`config.mk`:
```
export PLATFORM = sky130hd
export DESIGN_NAME = data_cache_wb
export DESIGN_NICKNAME = d
export VERILOG_FILES = /design/src/rtl/data_cache_wb.sv
export SDC_FILE = /design/constraint.sdc
export NUM_CORES = 2
export LEC_CHECK = 0
export CELL_PAD_IN_SITES_DETAIL_PLACEMENT = 1
export CELL_PAD_IN_SITES_GLOBAL_PLACEMENT = 1
export CORE_ASPECT_RATIO = 2
export CORE_MARGIN = 2
export CORE_UTILIZATION = 51
export CTS_CLUSTER_SIZE = 16
export DETAILED_ROUTE_END_ITERATION = 8
export PLACE_DENSITY_LB_ADDON = 0.1
export SLEW_MARGIN = 15
export SYNTH_ARGS = -nofsm -noshare
export SYNTH_HDL_FRONTEND = slang
export SYNTH_SLANG_ARGS = --single-unit
```
`constraint.sdc`:
```
create_clock -name clk -period 15.5 [get_ports clk]
set_clock_uncertainty 0.1 [all_clocks]
set_input_delay 3.1 -clock clk [delete_from_list [all_inputs] [get_ports clk]]
set_output_delay 3.1 -clock clk [all_outputs]
set_load 0.05 [all_outputs]
```
`src/rtl/data_cache_wb.sv`:
```
// Direct-mapped write-back/write-allocate data cache with byte/half/word access and flush.
// Define DCACHE_STATS_EN to add hit/miss/write-back counters.
module data_cache_wb #(
    parameter int unsigned NUM_SETS  = 4,
    parameter int unsigned LINE_BITS = 128,
    parameter int unsigned ADDR_W    = 32
) (
    input  logic                                         clk,
    input  logic                                         reset,
    input  logic                                         flush,
    input  logic                                         mem_read,
    input  logic                                         mem_write,
    input  logic [1:0]                                   access_size,
    input  logic [ADDR_W-1:0]                            address,
    input  logic [31:0]                                  writedata,
    output logic [31:0]                                  readdata,
    output logic                                         stall,
    output logic                                         flush_done,
`ifdef DCACHE_STATS_EN
    output logic [31:0]                                  hit_count,
    output logic [31:0]                                  miss_count,
    output logic [31:0]                                  wb_count,
`endif
    output logic                                         reqD_mem,
    output logic [ADDR_W-$clog2(LINE_BITS/8)-1:0]        reqAddrD_mem,
    input  logic [LINE_BITS-1:0]                         data_from_mem,
    input  logic                                         read_ready_from_mem,
    output logic                                         reqD_cache_write,
    output logic [ADDR_W-$clog2(LINE_BITS/8)-1:0]        reqAddrD_write_mem,
    output logic [LINE_BITS-1:0]                         data_to_mem,
    input  logic                                         written_data_ack
);
    localparam int unsigned INDEX_W  = $clog2(NUM_SETS);
    localparam int unsigned OFFSET_W = $clog2(LINE_BITS / 8);
    localparam int unsigned LADDR_W  = ADDR_W - OFFSET_W;
    localparam int unsigned TAG_W    = LADDR_W - INDEX_W;

    typedef enum logic [2:0] {StIdle, StWriteback, StRefill, StFlushScan, StFlushWb} state_e;

    state_e               state_q, state_d;
    logic [LINE_BITS-1:0] data_q [NUM_SETS];
    logic [TAG_W-1:0]     tag_q  [NUM_SETS];
    logic [NUM_SETS-1:0]  valid_q, valid_d, dirty_q, dirty_d;
    logic                 pending_q, pending_d, done_q, done_d, retry_q, retry_d;
    logic [INDEX_W-1:0]   scan_q, scan_d;
    logic                 req_mem_q, req_mem_d, req_wr_q, req_wr_d;
    logic [LADDR_W-1:0]   raddr_q, raddr_d, waddr_q, waddr_d;
    logic [LINE_BITS-1:0] wdata_q, wdata_d;

    logic [OFFSET_W-1:0]  offset, offset_al;
    logic [INDEX_W-1:0]   index, miss_idx, data_widx;
    logic [TAG_W-1:0]     tag, tag_wval;
    logic [31:0]          size_mask, rd_word;
    logic [LINE_BITS-1:0] line_rd, wmask_line, wdata_line, merged, data_wval;
    logic                 hit, req, idle_ok, data_we, tag_we, flush_end;

    assign offset   = address[OFFSET_W-1:0];
    assign index    = address[OFFSET_W +: INDEX_W];
    assign tag      = address[ADDR_W-1 -: TAG_W];
    assign miss_idx = raddr_q[INDEX_W-1:0];

    always_comb begin
        offset_al = offset;
        size_mask = 32'hFFFF_FFFF;
        case (access_size)
            2'b00: size_mask = 32'h0000_00FF;
            2'b01: begin
                size_mask = 32'h0000_FFFF;
                offset_al = {offset[OFFSET_W-1:1], 1'b0};
            end
            default: offset_al = {offset[OFFSET_W-1:2], 2'b00};
        endcase
    end

    assign line_rd    = data_q[index];
    assign rd_word    = 32'(line_rd >> {offset_al, 3'b000}) & size_mask;
    assign wmask_line = LINE_BITS'(size_mask) << {offset_al, 3'b000};
    assign wdata_line = LINE_BITS'(writedata & size_mask) << {offset_al, 3'b000};
    assign merged     = (line_rd & ~wmask_line) | (wdata_line & wmask_line);

    assign hit      = valid_q[index] && (tag_q[index] == tag);
    assign req      = mem_read | mem_write;
    assign idle_ok  = (state_q == StIdle) && !pending_q;
    assign stall    = req && !(idle_ok && hit);
    assign readdata = (idle_ok && hit && mem_read && !mem_write) ? rd_word : 32'd0;

    assign flush_done         = done_q;
    assign reqD_mem           = req_mem_q;
    assign reqAddrD_mem       = raddr_q;
    assign reqD_cache_write   = req_wr_q;
    assign reqAddrD_write_mem = waddr_q;
    assign data_to_mem        = wdata_q;

    always_comb begin
        state_d   = state_q;
        pending_d = pending_q | flush;
        scan_d    = scan_q;
        valid_d   = valid_q;
        dirty_d   = dirty_q;
        req_mem_d = req_mem_q;
        req_wr_d  = req_wr_q;
        raddr_d   = raddr_q;
        waddr_d   = waddr_q;
        wdata_d   = wdata_q;
        done_d    = 1'b0;
        retry_d   = 1'b0;
        data_we   = 1'b0;
        tag_we    = 1'b0;
        data_widx = index;
        data_wval = merged;
        tag_wval  = tag;
        flush_end = 1'b0;
        case (state_q)
            StIdle: begin
                if (pending_q) begin
                    state_d   = StFlushScan;
                    pending_d = flush;
                    scan_d    = '0;
                end else if (req) begin
                    if (hit) begin
                        if (mem_write) begin
                            data_we        = 1'b1;
                            dirty_d[index] = 1'b1;
                        end
                    end else begin
                        raddr_d = {tag, index};
                        if (valid_q[index] && dirty_q[index]) begin
                            state_d  = StWriteback;
                            req_wr_d = 1'b1;
                            waddr_d  = {tag_q[index], index};
                            wdata_d  = data_q[index];
                        end else begin
                            state_d   = StRefill;
                            req_mem_d = 1'b1;
                        end
                    end
                end
            end
            StWriteback: begin
                if (written_data_ack) begin
                    req_wr_d          = 1'b0;
                    dirty_d[miss_idx] = 1'b0;
                    req_mem_d         = 1'b1;
                    state_d           = StRefill;
                end
            end
            StRefill: begin
                if (read_ready_from_mem) begin
                    req_mem_d         = 1'b0;
                    data_we           = 1'b1;
                    tag_we            = 1'b1;
                    data_widx         = miss_idx;
                    data_wval         = data_from_mem;
                    tag_wval          = raddr_q[LADDR_W-1 -: TAG_W];
                    valid_d[miss_idx] = 1'b1;
                    dirty_d[miss_idx] = 1'b0;
                    retry_d           = 1'b1;
                    state_d           = StIdle;
                end
            end
            StFlushScan: begin
                if (valid_q[scan_q] && dirty_q[scan_q]) begin
                    req_wr_d = 1'b1;
                    waddr_d  = {tag_q[scan_q], scan_q};
                    wdata_d  = data_q[scan_q];
                    state_d  = StFlushWb;
                end else if (scan_q == INDEX_W'(NUM_SETS - 1)) begin
                    flush_end = 1'b1;
                end else begin
                    scan_d = scan_q + INDEX_W'(1);
                end
            end
            StFlushWb: begin
                if (written_data_ack) begin
                    req_wr_d        = 1'b0;
                    dirty_d[scan_q] = 1'b0;
                    if (scan_q == INDEX_W'(NUM_SETS - 1)) begin
                        flush_end = 1'b1;
                    end else begin
                        scan_d  = scan_q + INDEX_W'(1);
                        state_d = StFlushScan;
                    end
                end
            end
            default: state_d = StIdle;
        endcase
        if (flush_end) begin
            valid_d = '0;
            dirty_d = '0;
            done_d  = 1'b1;
            state_d = StIdle;
        end
    end

    always_ff @(posedge clk or posedge reset) begin
        if (reset) begin
            state_q   <= StIdle;
            valid_q   <= '0;
            dirty_q   <= '0;
            pending_q <= 1'b0;
            done_q    <= 1'b0;
            retry_q   <= 1'b0;
            scan_q    <= '0;
            req_mem_q <= 1'b0;
            req_wr_q  <= 1'b0;
            raddr_q   <= '0;
            waddr_q   <= '0;
            wdata_q   <= '0;
        end else begin
            state_q   <= state_d;
            valid_q   <= valid_d;
            dirty_q   <= dirty_d;
            pending_q <= pending_d;
            done_q    <= done_d;
            retry_q   <= retry_d;
            scan_q    <= scan_d;
            req_mem_q <= req_mem_d;
            req_wr_q  <= req_wr_d;
            raddr_q   <= raddr_d;
            waddr_q   <= waddr_d;
            wdata_q   <= wdata_d;
        end
    end

    // Line storage is qualified by valid, so it needs no reset.
    always_ff @(posedge clk) begin
        if (data_we) data_q[data_widx] <= data_wval;
        if (tag_we)  tag_q[data_widx]  <= tag_wval;
    end

`ifdef DCACHE_STATS_EN
    always_ff @(posedge clk or posedge reset) begin
        if (reset) begin
            hit_count  <= 32'd0;
            miss_count <= 32'd0;
            wb_count   <= 32'd0;
        end else begin
            // retry_q marks the replay of a request that just refilled; it is not a fresh hit.
            if (idle_ok && req && hit && !retry_q) hit_count <= hit_count + 32'd1;
            if (idle_ok && req && !hit) miss_count <= miss_count + 32'd1;
            if ((state_q == StWriteback || state_q == StFlushWb) && written_data_ack)
                wb_count <= wb_count + 32'd1;
        end
    end
`endif

endmodule

```
==> summary.md <==
| Metric | Value |
|---|---|
| Critical path type | input pin to primary output |
| Total wire length | 193 mm |
| CTS tree | yes |
| Total grt overflow | 0 |
| Clk buf depth | 3 |
| DIE AREA | 0.0918 mm² |
| Port buffer count | 420 |
| Core Area | 0.0888 mm² |
| GRT Util Overall | 41.8% |
| Max Cap Viol | 0 |
| Number of global-route vias before repair | 38700 |
| # rows | 155 |
| Vias post-DR | 38500 |
| TritonCTS buffer count | 76 |
| CP max stage cell | clkdlybuf4s50_1 |
| Gpl congestion | 0.973 |
| Hold wc startpoint | data_to_mem[69] |
| # setup viols final | 0 |
| RSZ-0062 raised after global routing | false |
| Fin crit share | 80.4% |
| CP required | 12300 ps |
| CP Launch Type | input pin |
| Initial antenna violation count | 9 |
| CP endpoint kind | primary output |
| RR Endpoint | data_to_mem[74] |
| Worst-path clk slew | 60 ps |
| Vias per inst | 7.42 |
| Unique cell type count in the Yosys netlist | 75 |
| FFs w/ async S/R, synth | 24.6% |
| Most used cell, CP | buf_4 |
| Detail Route Antenna Nets | 0 |
| WHS Path Cells | 2 |
| Peak supply drop | 0.000172 V |
| I/O Pins | 421 |
| Post-Syn Area | 0.0455 mm² |
| WL per Instance | 37.3 µm |
| Top cells by area, synth | edfxtp_1, mux4_2, dfrtp_1 |
| Post-cts resize count | 0 |
| Max Slew Vio Count | 0 |
| Pwr Density | 181 mW/mm² |
| Tmin final | 12460 ps |
| Worst Reg2Reg Path Length in Cells | 9 |
| Crit path depth | 11 |
| Fin util | 59.7% |
| Worst path top cell family by delay | simple AND/OR/NAND/NOR gates |
| Arr. time, crit path | 9260 ps |
| R2R Setup Slk | 9380 ps |
| Post-CTS Hold Fix Bufs | 0 |
| Register area share after synthesis | 51.7% |
| Synth area leader | edfxtp_1 |
| Most common cell after layout, fill and taps aside | edfxtp_1 |
| # clock sinks | 817 |
| Avg Cell Area, Syn | 12.2 µm² |
| Cell Chain, Critical Path | buf_8 > buf_4 > mux4_2 > xnor2_1 > nand2_1 > nor4b_1 > and4_4 > nand4b_2 > buf_4 > nor4_1 > clkdlybuf4s50_1 |
| Setup TNS | 0 ps |
| Commonest cells after routing, fill and taps aside | edfxtp_1, nand2_1, clkdlybuf4s50_1, nand3_1, mux4_2 |
| Root buffer cell | clkbuf_16 |
| Leakage | 18.3 nW |
| Buf+Inv Stages, Crit Path | 4 |
| Hpwl dp | 122 mm |
| Peak fanout along the critical path | 55 |
| Fin. Hold Viols | 0 |
| Worst skew pair latency | 700 ps |
| Non-Filler Instances | 5181 |
| Nets | 4143 |
| Highest clock rate | 0.0803 GHz |
| Register bit total from synthesis | 817 |
| Rel. slew slack | 13.7% |
| Worst hold path class | register to register |
| Initial Utilization | 51.3% |
| Horiz. Die Dim | 215 µm |
| Syn_nets | 3949 |
| Placed Instances | 5036 |
| First-pass GRT wire length | 279 mm |
| Synth Instances | 3744 |
| Largest stage delay, worst path | 960 ps |
| Largest net degree at the start of global routing | 176 |
| Number of synthesized flops with an enable pin | 616 |
| Yosys top cell area share | 40.6% |
| Fill count | 8901 |
| Layout cell share with drive strength beyond 1 | 15.2% |
| Outcome | complete, no violations |
| Post-CTS setup buffer count | 0 |
| Area growth syn-to-layout | 16.5% |
| Hold Crit Endpoint | data_to_mem[69] |
| # H-tree levels | 3 |
| Reg-to-Reg Start | state_q[2] |
| Yosys warns | 0 |
| Slew @ Worst Pin | 1290 ps |
| DR pass1 iterations | 6 |
| Initial DRC Count | 5941 |
| Die Span Y | 427 µm |
| Top_reg_cell synth | edfxtp_1 |
| Drt drc | 0 |
per-layer routing:
metal | global-route usage (%) | vias to the layer above | routed length [µm]
met5 | 0 | - | 90
met3 | 8.68 | 531 | 22900
met4 | 18.9 | 14 | 10500
met1 | 56.3 | 19700 | 69700
li1 | - | 15200 | -
met2 | 65.7 | 3013 | 89900
power by group:
part	switching (mW)	leakage, nW	internal [mW]
sequential	0.452	8.01	2.96
clock	0.897	1.24	1.09
combinational	2.86	9.00	1.36
tightest hold or removal path, delay by kind of cell, from the launching register on:
family / cells / cell delay [ps]
simple gates: 1 / 50
flops: 1 / 360
compound gates: 1 / 70
state kept, by name (all words and copies together) (netlist names), 2 cells and up:
name                flops
reqAddrD_mem           28
data_to_mem           128
tag_q                 104
dirty_q                 4
valid_q                 4
data_q                512
scan_q                  2
state_q                 3
reqAddrD_write_mem     28
kinds of logic after synthesis:
logic type,count (synthesis),synth area share (%)
compound gates,756,10.4
buf+inv,402,3.63
xor+xnor,22,0.423
flops,817,51.7
simple gates,1265,14.5
fa+ha+maj,5,0.132
mux,477,19.3
metrics by stage:
step                      area (µm²)  power [mW]  setup slack, ps  hold slack (ps)
after floorplan                45500        5.94             3270              384
after global placement         50500        7.42             3400              392
after detailed placement       50500        7.56             3240              404
after CTS                      53000        9.55             3230              418
after global routing           53100        9.88             2940              433
final                          53100        9.61             3040              415
layout make-up:
type / count / area, µm² / area share, %
flip-flops and latches: 817 / 23500 / 44.4
clock buffers: 96 / 2070 / 3.90
diodes: 4 / 10.0 / 0.0189
well taps: 1177 / 1470 / 2.78
repair buffers: 499 / 4900 / 9.23
multi-input cells: 2525 / 20500 / 38.6
clock inverters: 44 / 495 / 0.934
inverters: 19 / 81.3 / 0.153
synth_stat cells, drive strengths merged, types with 4 or more instances:
cell type    n
a2111oi      8
a211oi      29
a21oi      192
a221oi      12
a22oi       10
a311oi      12
a31oi       29
a32o        11
and2        11
and3       163
buf         95
clkbuf     288
dfrtp      201
edfxtp     616
ha           4
inv         16
mux2        35
mux2i      125
mux4       317
nand2      464
nand2b       8
nand3      333
nand4       12
nor2        66
nor3        28
nor3b        6
nor4        17
nor4b      142
o211ai     155
o21ai      236
o221ai       4
o22a         5
o22ai       20
xnor2       20
worst max path at each step:
stage | to | startpoint
6_report | readdata[15] | address[4]
2_1_floorplan | data_q[2][0] | address[4]
3_3_place_gp | readdata[15] | address[4]
4_1_cts | readdata[15] | address[4]
5_1_grt | readdata[15] | address[4]
3_5_place_dp | readdata[15] | address[4]
No activity file was read; power rests on OpenSTA's default activity.
